`config.mk`:
```
export PLATFORM = sky130hd
export DESIGN_NAME = shift_wb_queue_flat
export DESIGN_NICKNAME = d
export VERILOG_FILES = /design/src/rtl/shift_wb_queue_if.sv /design/src/rtl/shift_wb_queue.sv /design/src/flat_wrapper.sv
export SDC_FILE = /design/constraint.sdc
export NUM_CORES = 1
export LEC_CHECK = 0
export ABC_CLOCK_PERIOD_IN_PS = 14010
export BUFFER_PORTS_ARGS = -buffer_cell sky130_fd_sc_hd__buf_4
export CORE_ASPECT_RATIO = 1.5
export CORE_UTILIZATION = 45
export DETAILED_ROUTE_END_ITERATION = 12
export MAX_ROUTING_LAYER = met4
export PLACE_DENSITY = 0.62
export SLEW_MARGIN = 40
export SYNTH_ARGS = -nofsm -noshare
export SYNTH_HDL_FRONTEND = slang
export SYNTH_SLANG_ARGS = --single-unit
```
`constraint.sdc`:
```
create_clock -name clk -period 14.01 [get_ports clk]
set_clock_uncertainty 0.15 [all_clocks]
set_input_delay 1.401 -clock clk [delete_from_list [all_inputs] [get_ports clk]]
set_output_delay 1.401 -clock clk [all_outputs]
set_load 0.02 [all_outputs]
```
`src/rtl/shift_wb_queue_if.sv`:
```
// Shift-unit writeback bundle: incoming results, per-hart kill, and the commit write port.
// No storage of its own; all timing is set by the queue that owns the slave side.
// The wb_valid/wb_ready pair carries the write-port grant back into the queue.
interface shift_wb_queue_if #(
  parameter int RV       = 64,
  parameter int LNCOMMIT = 5,
  parameter int NHART    = 1,
  parameter int LDEPTH   = 2
);
  logic [RV-1:0]       in_result;
  logic [LNCOMMIT-1:0] in_rd;
  logic [NHART-1:0]    in_makes_rd;
  logic [NHART-1:0]    kill;
  logic                wb_ready;
  logic                wb_valid;
  logic [RV-1:0]       wb_data;
  logic [LNCOMMIT-1:0] wb_rd;
  logic [NHART-1:0]    wb_makes_rd;
  logic                issue_stall;
  logic [LDEPTH:0]     count;
  logic                overflow;

  // Producer / commit side: drives results, kills and the write-port grant.
  modport master (
    output in_result, in_rd, in_makes_rd, kill, wb_ready,
    input  wb_valid, wb_data, wb_rd, wb_makes_rd, issue_stall, count, overflow
  );

  // Queue side.
  modport slave (
    input  in_result, in_rd, in_makes_rd, kill, wb_ready,
    output wb_valid, wb_data, wb_rd, wb_makes_rd, issue_stall, count, overflow
  );
endinterface

```
`src/rtl/shift_wb_queue.sv`:
```
// Ring-buffer writeback queue behind the shift unit, draining in order to the commit write port.
// Latency: a result captured at edge N is presented at the head no earlier than cycle N+1.
// Backpressure: wb_ready stalls the head; issue_stall rises while free slots <= SKID; a push with no room is dropped and sets sticky overflow.
module shift_wb_queue #(
  parameter int RV       = 64,
  parameter int LNCOMMIT = 5,
  parameter int NHART    = 1,
  parameter int DEPTH    = 4,
  parameter int LDEPTH   = 2,
  parameter int SKID     = 2
) (
  input logic            clk,
  input logic            reset,
  shift_wb_queue_if.slave wb
);

  typedef logic [LDEPTH:0]   ptr_t;
  typedef logic [LDEPTH-1:0] idx_t;

  localparam ptr_t DEPTH_P = ptr_t'(DEPTH);
  localparam ptr_t SKID_P  = ptr_t'(SKID);

  // Slot storage. Only r_valid needs a reset; payload is qualified by it.
  logic [DEPTH-1:0]    r_valid;
  logic [RV-1:0]       r_data [DEPTH];
  logic [LNCOMMIT-1:0] r_rd   [DEPTH];
  logic [NHART-1:0]    r_hart [DEPTH];

  // Pointers carry one extra wrap bit so full and empty are distinguishable.
  ptr_t r_head;
  ptr_t r_tail;
  logic r_overflow;

  idx_t             w_head_idx;
  idx_t             w_tail_idx;
  ptr_t             w_count;
  logic             w_empty;
  logic             w_full;
  logic             w_head_killed;
  logic             w_wb_valid;
  logic             w_pop;
  logic             w_skip;
  logic             w_advance;
  logic             w_push_req;
  logic             w_push_ok;
  logic             w_push_drop;
  logic [DEPTH-1:0] w_valid_nxt;

  assign w_head_idx = r_head[LDEPTH-1:0];
  assign w_tail_idx = r_tail[LDEPTH-1:0];
  assign w_count    = r_tail - r_head;
  assign w_empty    = (r_head == r_tail);
  assign w_full     = (w_count == DEPTH_P);

  // A head entry whose hart is being flushed this cycle must not reach the write port,
  // even though its valid bit only clears at the next edge.
  assign w_head_killed = |(r_hart[w_head_idx] & wb.kill);
  assign w_wb_valid    = !w_empty && r_valid[w_head_idx] && !w_head_killed;

  // Head moves on a real transfer, or past a hole left by an earlier kill. The two are
  // mutually exclusive since a hole is never valid.
  assign w_pop     = w_wb_valid && wb.wb_ready;
  assign w_skip    = !w_empty && !r_valid[w_head_idx];
  assign w_advance = w_pop || w_skip;

  // An incoming result for a hart being flushed in the same cycle is simply never written.
  // When full, a push still fits if the head slot is being vacated on this edge.
  assign w_push_req  = |(wb.in_makes_rd & ~wb.kill);
  assign w_push_ok   = w_push_req && (!w_full || w_advance);
  assign w_push_drop = w_push_req && !w_push_ok;

  // Next valid vector: kill punches holes, the head slot is released when it advances,
  // and the tail write wins last (it may reuse the slot the head is leaving).
  always_comb begin
    w_valid_nxt = r_valid;
    for (int i = 0; i < DEPTH; i++) begin
      if (r_valid[i] && |(r_hart[i] & wb.kill)) begin
        w_valid_nxt[i] = 1'b0;
      end
      if (w_advance && (w_head_idx == idx_t'(i))) begin
        w_valid_nxt[i] = 1'b0;
      end
      if (w_push_ok && (w_tail_idx == idx_t'(i))) begin
        w_valid_nxt[i] = 1'b1;
      end
    end
  end

  // Valid bits, pointers and the sticky overflow flag.
  always_ff @(posedge clk or negedge reset) begin
    if (!reset) begin
      r_valid    <= '0;
      r_head     <= '0;
      r_tail     <= '0;
      r_overflow <= 1'b0;
    end else begin
      r_valid <= w_valid_nxt;
      if (w_advance) begin
        r_head <= r_head + ptr_t'(1);
      end
      if (w_push_ok) begin
        r_tail <= r_tail + ptr_t'(1);
      end
      if (w_push_drop) begin
        r_overflow <= 1'b1;
      end
    end
  end

  // Payload capture into the tail slot.
  always_ff @(posedge clk) begin
    if (w_push_ok) begin
      r_data[w_tail_idx] <= wb.in_result;
      r_rd[w_tail_idx]   <= wb.in_rd;
      r_hart[w_tail_idx] <= wb.in_makes_rd;
    end
  end

  assign wb.wb_valid    = w_wb_valid;
  assign wb.wb_data     = r_data[w_head_idx];
  assign wb.wb_rd       = r_rd[w_head_idx];
  assign wb.wb_makes_rd = w_wb_valid ? r_hart[w_head_idx] : '0;
  assign wb.count       = w_count;
  assign wb.overflow    = r_overflow;

  // Holes count as occupied, so the stall stays conservative until they are skipped.
  assign wb.issue_stall = ((DEPTH_P - w_count) <= SKID_P);

endmodule

```
`src/flat_wrapper.sv`:
```
// flat-port wrapper written by rule: the top's interface ports become plain ports
module shift_wb_queue_flat 
#(
  parameter int RV       = 64,
  parameter int LNCOMMIT = 5,
  parameter int NHART    = 1,
  parameter int DEPTH    = 4,
  parameter int LDEPTH   = 2,
  parameter int SKID     = 2
)
  (clk, reset, wb_in_result, wb_in_rd, wb_in_makes_rd, wb_kill, wb_wb_ready, wb_wb_valid, wb_wb_data, wb_wb_rd, wb_wb_makes_rd, wb_issue_stall, wb_count, wb_overflow);
  shift_wb_queue_if #(.RV(RV), .LNCOMMIT(LNCOMMIT), .NHART(NHART), .LDEPTH(LDEPTH)) wb_i ();
  input logic clk;
  input logic reset;
  input wire logic [$bits(wb_i.in_result)-1:0] wb_in_result;
  input wire logic [$bits(wb_i.in_rd)-1:0] wb_in_rd;
  input wire logic [$bits(wb_i.in_makes_rd)-1:0] wb_in_makes_rd;
  input wire logic [$bits(wb_i.kill)-1:0] wb_kill;
  input wire logic [$bits(wb_i.wb_ready)-1:0] wb_wb_ready;
  output wire logic [$bits(wb_i.wb_valid)-1:0] wb_wb_valid;
  output wire logic [$bits(wb_i.wb_data)-1:0] wb_wb_data;
  output wire logic [$bits(wb_i.wb_rd)-1:0] wb_wb_rd;
  output wire logic [$bits(wb_i.wb_makes_rd)-1:0] wb_wb_makes_rd;
  output wire logic [$bits(wb_i.issue_stall)-1:0] wb_issue_stall;
  output wire logic [$bits(wb_i.count)-1:0] wb_count;
  output wire logic [$bits(wb_i.overflow)-1:0] wb_overflow;
  assign wb_i.in_result = wb_in_result;
  assign wb_i.in_rd = wb_in_rd;
  assign wb_i.in_makes_rd = wb_in_makes_rd;
  assign wb_i.kill = wb_kill;
  assign wb_i.wb_ready = wb_wb_ready;
  assign wb_wb_valid = wb_i.wb_valid;
  assign wb_wb_data = wb_i.wb_data;
  assign wb_wb_rd = wb_i.wb_rd;
  assign wb_wb_makes_rd = wb_i.wb_makes_rd;
  assign wb_issue_stall = wb_i.issue_stall;
  assign wb_count = wb_i.count;
  assign wb_overflow = wb_i.overflow;
  shift_wb_queue #(.RV(RV), .LNCOMMIT(LNCOMMIT), .NHART(NHART), .DEPTH(DEPTH), .LDEPTH(LDEPTH), .SKID(SKID)) u_core (.clk(clk), .reset(reset), .wb(wb_i));
endmodule
```
* After elaboration in Yosys (flattened, before gate mapping)
Memories as Yosys holds them, arrays and structs flattened. Cells that the tools add are included.
Storage, ports and cells: logic and storage cells 79, output and inout bits 76, memories kept 3, register bits after elaboration 11, bits of input ports 74, bits in writable memories 280
Memory list:
- u_core.r_data | words 4, bits a word 64, read ports 1, clocked after memory_dff 0, write ports 1, RTL line shift_wb_queue.sv:25 | logic [RV-1:0] r_data [DEPTH];
- u_core.r_rd | words 4, bits a word 5, read ports 1, clocked after memory_dff 0, write ports 1, RTL line shift_wb_queue.sv:26 | logic [LNCOMMIT-1:0] r_rd [DEPTH];
- u_core.r_hart | words 4, bits a word 1, read ports 5, clocked after memory_dff 0, write ports 1, RTL line shift_wb_queue.sv:27 | logic [NHART-1:0] r_hart [DEPTH];
Operators by class: bitwise gates (word level) 7, equal/unequal tests 8, reductions and logical operators 31, muxes and demuxes 17, order comparisons 2, add/sub/neg operators 4
Operators by type and width (count):
- $logic_and 1x1->1 | 18
- $mux 1 | 16
- $reduce_bool 3->1 | 4
- $eq 2x2->1 const B | 4
- $add 3x1->3 const B | 2
- $and 1x1->1 | 6
- $logic_not 1->1 | 5
- $eq 2x1->1 const B | 2
- $logic_not 2->1 | 2
- $eq 3x3->1 | 1
- $eq 3x3->1 const B | 1
- $le 3x2->1 const B | 1
- $lt 2x3->1 const B | 1
- $sub 3x3->3 | 1
- $sub 3x3->3 const A | 1
- $bmux 1 s2 | 1
- $logic_or 1x1->1 | 2
- $not 1->1 | 1

* Longest topological paths before layout
Gate-level depths: netlist (run 1).
depth after elaboration 10, mapped depth 10, gate-level depth less buffers 9

* Worst setup path after synthesis (run 1)
No wires, ideal clock.
path type reg-to-reg, start point reg u_core.r_tail[0], end point mem u_core.r_data[3][0], enable pin, data arrival time 4.930 ns, cell stages (with the launch flop) 10, path buffers 1, setup time 0.499 ns, data required time 13.361 ns, path slack 8.431 ns, cells stage by stage dfrtp_1 > inv_1 > ha_1 > fa_1 > xnor2_1 > ha_1 > clkbuf_1 > inv_1 > a211oi_4 > nor2_1
On the way: elaborated cells on any way between the ends 14
RTL lines:
- start: declaration | RTL line shift_wb_queue.sv:31 | ptr_t r_tail;
- start signal: assignment | RTL line shift_wb_queue.sv:102 | r_tail <= r_tail + ptr_t'(1);
- $sub 3x3->3 | RTL line shift_wb_queue.sv:51 | assign w_count = r_tail - r_head;
- via wb_count[2] | RTL line flat_wrapper.sv:25 | output wire logic [$bits(wb_i.count)-1:0] wb_count;
- $eq 3x3->1 | RTL line shift_wb_queue.sv:53 | assign w_full = (w_count == DEPTH_P);
- $logic_not 1->1 | RTL line shift_wb_queue.sv:69 | assign w_push_ok = w_push_req && (!w_full || w_advance);
- $logic_or 1x1->1 | RTL line shift_wb_queue.sv:69
- $logic_and 1x1->1 | RTL line shift_wb_queue.sv:69
- $mux 1 | RTL line shift_wb_queue.sv:112 | if (w_push_ok) begin
- $mux 1 (not written as such) | RTL line shift_wb_queue.sv:113 | r_data[w_tail_idx] <= wb.in_result;
- end: declaration | RTL line shift_wb_queue.sv:25
The timed path passes the listed nets, and every way through them passes these cells.

* Worst setup path after layout (run 1)
start point reg u_core.r_head[0], end point out wb_wb_makes_rd
On the way: longest elaborated chain between the ends 5, elaborated cells on any way between the ends 10
RTL lines:
- start: declaration | RTL line shift_wb_queue.sv:30 | ptr_t r_head;
- start signal: assignment | RTL line shift_wb_queue.sv:99 | r_head <= r_head + ptr_t'(1);
- $mem_v2 4x1, or another cell as far along
- $and 1x1->1, or another cell as far along | RTL line shift_wb_queue.sv:57 | assign w_head_killed = |(r_hart[w_head_idx] & wb.kill);
- $logic_not 1->1 / $logic_and 1x1->1 (equally long branches) | RTL line shift_wb_queue.sv:58 | assign w_wb_valid = !w_empty && r_valid[w_head_idx] && !w_head_killed;
- $logic_and 1x1->1 | RTL line shift_wb_queue.sv:58
- $mux 1 * | RTL line shift_wb_queue.sv:122 | assign wb.wb_makes_rd = w_wb_valid ? r_hart[w_head_idx] : '0;
- end: declaration | RTL line flat_wrapper.sv:23 | output wire logic [$bits(wb_i.wb_makes_rd)-1:0] wb_wb_makes_rd;
Every way passes the cells marked *; elsewhere a longest branch is shown, timed or not. The select of a mux whose other input is x is not followed.

==> metrics.txt, run 1 <==
status=finished clean; setup TNS=0 ns; H-tree depth=1; hold path startpoint=u_core.wb.overflow$_DFFE_PN0P_; global-route wire length before repair=33000 µm; R2R cell count=9; post-DR wirelength/cell=between 20 and 25 µm; gr ovfl total=0; hold path cells=1; PortBufs=about 150; xor/xnor share of the synthesized area=0.383%; Total Wirelength=21500 µm; Residual DRC=0; Worst Tran Pin Value=~0.81 ns; unrepaired setup endpoints after global routing=false; Hold Path Class=flip-flop to flip-flop; Leakage=between 4 and 5 nW; Hold Crit Endpoint=u_core.wb.overflow$_DFFE_PN0P_; crit path from=u_core.r_head[0]$_DFFE_PN0P_; post-DP HPWL=13200 µm; fin worst setup slack=9.07 ns; flop2flop setup slack=roughly 9.7 ns; most common cell in the synthesized netlist=edfxtp_1; final worst path period share=35.2%; Yosys reg bits=291; vias in the first global route=5917; DRT antenna net count=0; TritonCTS buffer count=27; Netlist cell types=between 40 and 50; Primary FF master, synth=edfxtp_1; register area share after synthesis=78.2%; Worst slew margin=46.1%; Nets=735; Adder-Cell Fraction of Synth Area=1.64%; Sink Count=291; CP arrival=roughly 3.4 ns; Die X=130 µm; largest net degree at the start of global routing=75; die area=25300 µm²; first-iteration detailed-routing DRC count=293; die height=194 µm; CP required=12.46 ns; Synth area leaders=edfxtp_1, mux4_2, dfrtp_1; Post-Synth Simple-Gate Area=1.91%; Syn Area/Cell=23.1 µm²; final hold vios=0; Worst Setup End Kind=primary output; initial core utilization=45.6%; Root Buffer=clkbuf_16; area grow syn2layout=21.2%; power per cell area=211 nW/µm²; layout cells sized above 1=41.7%; Yosys top cell by area=edfxtp_1; yosys warns=0; FF-to-FF Start=u_core.r_head[0]$_DFFE_PN0P_; minimum clock period after layout=slightly below 5 ns; endpoints failing setup=0; crit start category=flip-flop; CTS resizes=0; Commonest cells post-synth=edfxtp_1, mux4_2, nand2_1; mux cell area share after synthesis=between 10% and 20%; maximum vdd drop=0.231 mV; gr usage total=18.1%; Crit Path Max Fanout=26; Final Power=2.85 mW; Net Count, Synth=568; RePlAce Congestion=0.839; largest family of logic cells by synthesized area=multiplexers; maximum clock frequency=0.203 GHz; cell area after synthesis=11100 µm²; clock-pin slew on the worst setup and hold paths=0.07 ns; First-pass DRT Iterations=5; r2r endpoint=u_core.r_rd[3][0]$_DFFE_PP_; vias per cell=5.37; clock tree buffer depth=3; CTS tree=done; initial antenna violation count=1; post-synth top area share=75.7%; ys async rst share=3.78%; DR vias=5317; hold_buf cts=0; pre-CTS WS=9.59 ns; WS Path Type=flip-flop to primary output; max-cap viol count=0; I/O pins=150; max-slew violations=0; EDFF count, synth=280; synthesized instance count=480; Synth Area in Compound Gates=2.17%; Setup Buffers After CTS=0; clock network latency to the later pin of the worst-skew pair=0.52 ns; core area=24300 µm²; # rows=70
-- state kept, by name, summed over array words and instances, names as in the netlist --
signal and count:
u_core.r_tail 3, u_core.r_head 3, u_core.wb.overflow 1, u_core.r_hart 4
u_core.r_rd 20, u_core.r_valid 4, u_core.r_data 256
-- worst max-delay path: stages (launching register included) --
cell	delay [ns]
dfrtp_4	0.72
buf_12	0.30
ha_1	0.32
and2_0	0.27
nand2_2	0.24
o221ai_1	0.18
a2111oi_0	0.58
buf_4	0.25
-- where the power goes --
group | internal (mW) | switching (mW) | total [mW]
logic | 0.474 | 0.589 | 1.06
clock network | 0.372 | 0.292 | 0.665
registers | 1.07 | 0.0518 | 1.12
-- cells by family after synthesis --
family / Yosys count
AND/OR/NAND/NOR: 43
AO/OA/AOI/OAI: 26
buffers and inverters: 27
adder cells (fa/ha/maj): 14
XOR/XNOR: 4
flip-flops: 291
multiplexers: 75
-- routing by layer --
| metal | GRT usage, % | part of all wire, % | routed length (µm) | vias to the layer above |
|---|---|---|---|---|
| met5 | - | 0 | 0 | - |
| met3 | 3.28 | 4.8 | 1020 | 38 |
| met4 | 5.68 | 2.3 | 503 | 0 |
| met2 | 32.9 | 57 | 12200 | 157 |
| li1 | - | - | - | 2346 |
| met1 | 19.7 | 36 | 7770 | 2776 |
-- cell usage in the layout, fill, tap and decap left out, drive strengths merged, types with 2 or more instances in the layout --
cell type,instances
and2,7
mux2i,3
a211oi,6
o221a,2
ha,13
dfrtp,11
o21ai,2
inv,9
o211ai,2
xnor2,4
o221ai,2
buf,156
clkbuf,36
edfxtp,280
a21oi,2
clkinv,7
a311oi,3
nand2b,2
clkinvlp,3
mux2,2
nor2,8
nand3,3
nand2,16
nand3b,4
mux4,70
-- worst max path at each step --
stage,to
detailed placement,u_core.r_rd[3][1]$_DFFE_PP_
floorplan,u_core.r_data[3][0]$_DFFE_PP_
finish,wb_wb_makes_rd
global route,wb_wb_makes_rd
global placement,u_core.r_data[3][14]$_DFFE_PP_
CTS,wb_wb_makes_rd
-- final cells by class --
type / instances / area [µm²]
Fill cell: 1936 / 10900
Sequential cell: 291 / 8690
Multi-Input combinational cell: 162 / 2340
Timing Repair Buffer: 156 / 1190
Clock buffer: 36 / 709
Tap cell: 324 / 405
Clock inverter: 11 / 82.6
Inverter: 9 / 33.8
Antenna cell: 1 / 2.50
-- metrics by stage --
stage	util, %	hold WS (ns)	instances	instance area, µm²
2_1_floorplan	-	0.351	480	11100
4_1_cts	55.3	0.358	989	13500
3_3_place_gp	51.9	0.369	941	12600
5_1_grt	55.3	0.367	990	13500
6_report	55.3	0.365	990	13500
3_5_place_dp	52.0	0.343	942	12700
(Power assumes the default switching activity.)
==> run 2: changes to the inputs <==
--- a/config.mk
+++ b/config.mk
@@ -5,13 +5,13 @@
 export SDC_FILE = /design/constraint.sdc
 export NUM_CORES = 1
 export LEC_CHECK = 0
-export ABC_CLOCK_PERIOD_IN_PS = 14010
+export ABC_CLOCK_PERIOD_IN_PS = 4200
 export BUFFER_PORTS_ARGS = -buffer_cell sky130_fd_sc_hd__buf_4
 export CORE_ASPECT_RATIO = 1.5
 export CORE_UTILIZATION = 45
 export DETAILED_ROUTE_END_ITERATION = 12
 export MAX_ROUTING_LAYER = met4
-export PLACE_DENSITY = 0.62
+export PLACE_DENSITY = 0.64
 export SLEW_MARGIN = 40
 export SYNTH_ARGS = -nofsm -noshare
 export SYNTH_HDL_FRONTEND = slang
==> constraint.sdc (replaced) <==
create_clock -name clk -period 4.2 [get_ports clk]
set_clock_uncertainty 0.15 [all_clocks]
set_input_delay 0.42 -clock clk [delete_from_list [all_inputs] [get_ports clk]]
set_output_delay 0.42 -clock clk [all_outputs]
set_load 0.02 [all_outputs]
==> run 2 against run 1 <==
Compared with the run above: hold slack got worse by 0.34 ns; global-route usage down 0.15 points; critical path depth did not move; register-to-register slack lost 9.1 ns; largest cell class unchanged.
==> metrics.txt, run 2 (same netlist as run 1, synthesis figures left out) <==
status=finished clean; global-route wire length before repair=32800 µm (-0.63%); Worst Tran Pin Value=0.771 ns (-0.0380 ns); die height=194 µm (unchanged); Crit Path Max Fanout=7 (-73%); die area=25300 µm² (unchanged); Sink Count=291 (unchanged); clock network latency to the later pin of the worst-skew pair=0.52 ns (about the same); max reg flops=256 (unchanged); pre-CTS WS=0.682 ns (-8.90 ns); RePlAce Congestion=0.828 (-1.3%); initial antenna violation count=1 (unchanged); unrepaired setup endpoints after global routing=false; Residual DRC=0 (unchanged); Worst Setup End Kind=primary output; biggest regs=u_core.r_data (256), u_core.r_rd (20); max-cap viol count=0 (unchanged); crit start category=flip-flop; maximum clock frequency=between 0.2 and 0.3 GHz; slowest CP cell=a2111oi_0; max layer used=met4; PortBufs=149 (unchanged); TritonCTS buffer count=27 (unchanged); Hold Path Class=primary input to flip-flop; layout cells sized above 1=38.8% (-2.9 points); First-pass DRT Iterations=6 (+1); vias per cell=5.16 (-3.9%); core area=24300 µm² (unchanged); final hold vios=0 (unchanged); WS Path Type=flip-flop to primary output; Leakage=4.91 nW (+7.2%); initial core utilization=45.6% (unchanged); setup TNS=0 ns (unchanged); register area=8690 µm² (unchanged); minimum clock period after layout=3.62 ns; power per cell area=674 nW/µm² (+220%); CP arrival=3.05 ns (-0.33 ns); gr ovfl total=0 (unchanged); Setup Buffers After CTS=0 (unchanged); fin worst setup slack=0.575 ns (-8.50 ns); Final Power=9.59 mW (+240%); DRT antenna net count=0 (unchanged); CP peak stage delay=0.61 ns (-0.11 ns); hold_buf cts=70 (+70); H-tree depth=1 (unchanged); leading cell type in the layout, fill and taps excluded=edfxtp_1; vias in the first global route=5855 (-1.0%); Worst slew margin=48.6% (+2.5 points); first-iteration detailed-routing DRC count=349 (+19%); # rows=70 (unchanged); final worst path period share=86.3%; DR vias=5502 (+3.5%); post-DR wirelength/cell=20.1 µm (-7.4%); met1 WL=8600 µm (+11%); Final Hold Slack=0.0224 ns (-0.342 ns); max-slew violations=0 (unchanged); clock-pin slew on the worst setup and hold paths=0.06 ns (about the same); worst-path cell chain=inv_1 -> ha_1 -> and2_0 -> nand2_2 -> o221ai_1 -> a2111oi_0 -> buf_4; fillcell total=1868 (-3.5%); wire length on met3=861 µm (-16%); area grow syn2layout=28.1%; CTS tree=done; area of the multi-input gates=2340 µm² (unchanged); endpoints failing setup=0 (unchanged); Nets=808 (+9.9%); CP required=3.63 ns (-8.83 ns); gr usage total=18.0% (-0.15 points); most frequent cells in the layout=edfxtp_1, buf_4, mux4_2, dlygate4sd3_1, clkbuf_16; Root Buffer=clkbuf_16; I/O pins=150 (unchanged); clock tree buffer depth=3 (unchanged); Total Wirelength=21400 µm (-0.33%); post-DP HPWL=12900 µm (-2.4%); wire length on met2=11400 µm (-6.4%); largest net degree at the start of global routing=71 (-5.3%); Die X=130 µm (unchanged); Top reg by flops=u_core.r_data; maximum vdd drop=0.818 mV (+250%); CTS resizes=0 (unchanged)
==> run 2: changes by cell type in the layout (fill, tap and decap cells not counted), sizes merged, moves of 2 or more <==
cell,previous run,this run
clkinv,7,9
buf,156,159
dlygate4sd3,0,70
inv,9,11
clkbuf,36,33
==> run 2: routing by layer <==
metal | vias up | global-route usage, %
met5 | - | -
li1 | 2497 | -
met3 | 38 | 2.23
met1 | 2831 | 22.2
met4 | 0 | 5.77
met2 | 136 | 30.7
==> run 2: worst paths after layout <==
kind / startpoint / end / slack (ns) / cells after the start
setup / recovery: u_core.r_tail[0]$_DFFE_PN0P_ / wb_wb_makes_rd / 0.58 / 7
hold / removal: wb_in_makes_rd / u_core.r_hart[3]$_DFFE_PP_ / 0.02 / 1
setup reg to reg: u_core.r_tail[0]$_DFFE_PN0P_ / u_core.r_data[2][54]$_DFFE_PP_ / 0.60 / 9
hold reg to reg: u_core.wb.overflow$_DFFE_PN0P_ / u_core.wb.overflow$_DFFE_PN0P_ / 0.32 / 1
max in group asynchronous: reset / u_core.r_head[1]$_DFFE_PN0P_ / 3.60 / 2
min in group asynchronous: reset / u_core.r_tail[1]$_DFFE_PN0P_ / 0.12 / 2
==> run 2: critical path, delay by kind of cell, from the launching register on <==
family / cells / cell delay (ns)
fa+ha+maj: 1 / 0.36
compound gates: 2 / 0.80
flops: 1 / 0.45
simple gates: 2 / 0.54
buf+inv: 2 / 0.39
==> run 2: power by group <==
part / leakage, nW / switching (mW) / internal (mW)
registers: 2.68 / 0.108 / 3.56
logic: 1.84 / 2.03 / 1.61
clock network: 0.398 / 1.01 / 1.27
total: 4.91 / 3.15 / 6.44
==> run 2: area by class of cell <==
class	instances	share of cell area [%]
clock buffers	33	4.98
multi-input cells	162	16.5
inverters	9	0.237
well taps	324	2.85
diodes	2	0.0352
repair buffers	229	13.5
flip-flops and latches	291	61.1
clock inverters	16	0.835
==> run 2: stage by stage <==
stage,area [µm²],instances,util (%)
after CTS,14200,1064,58.4
after detailed placement,12700,945,52.1
final,14200,1066,58.4
after global placement,12700,945,52.1
after floorplan,11100,480,-
after global routing,14200,1065,58.4
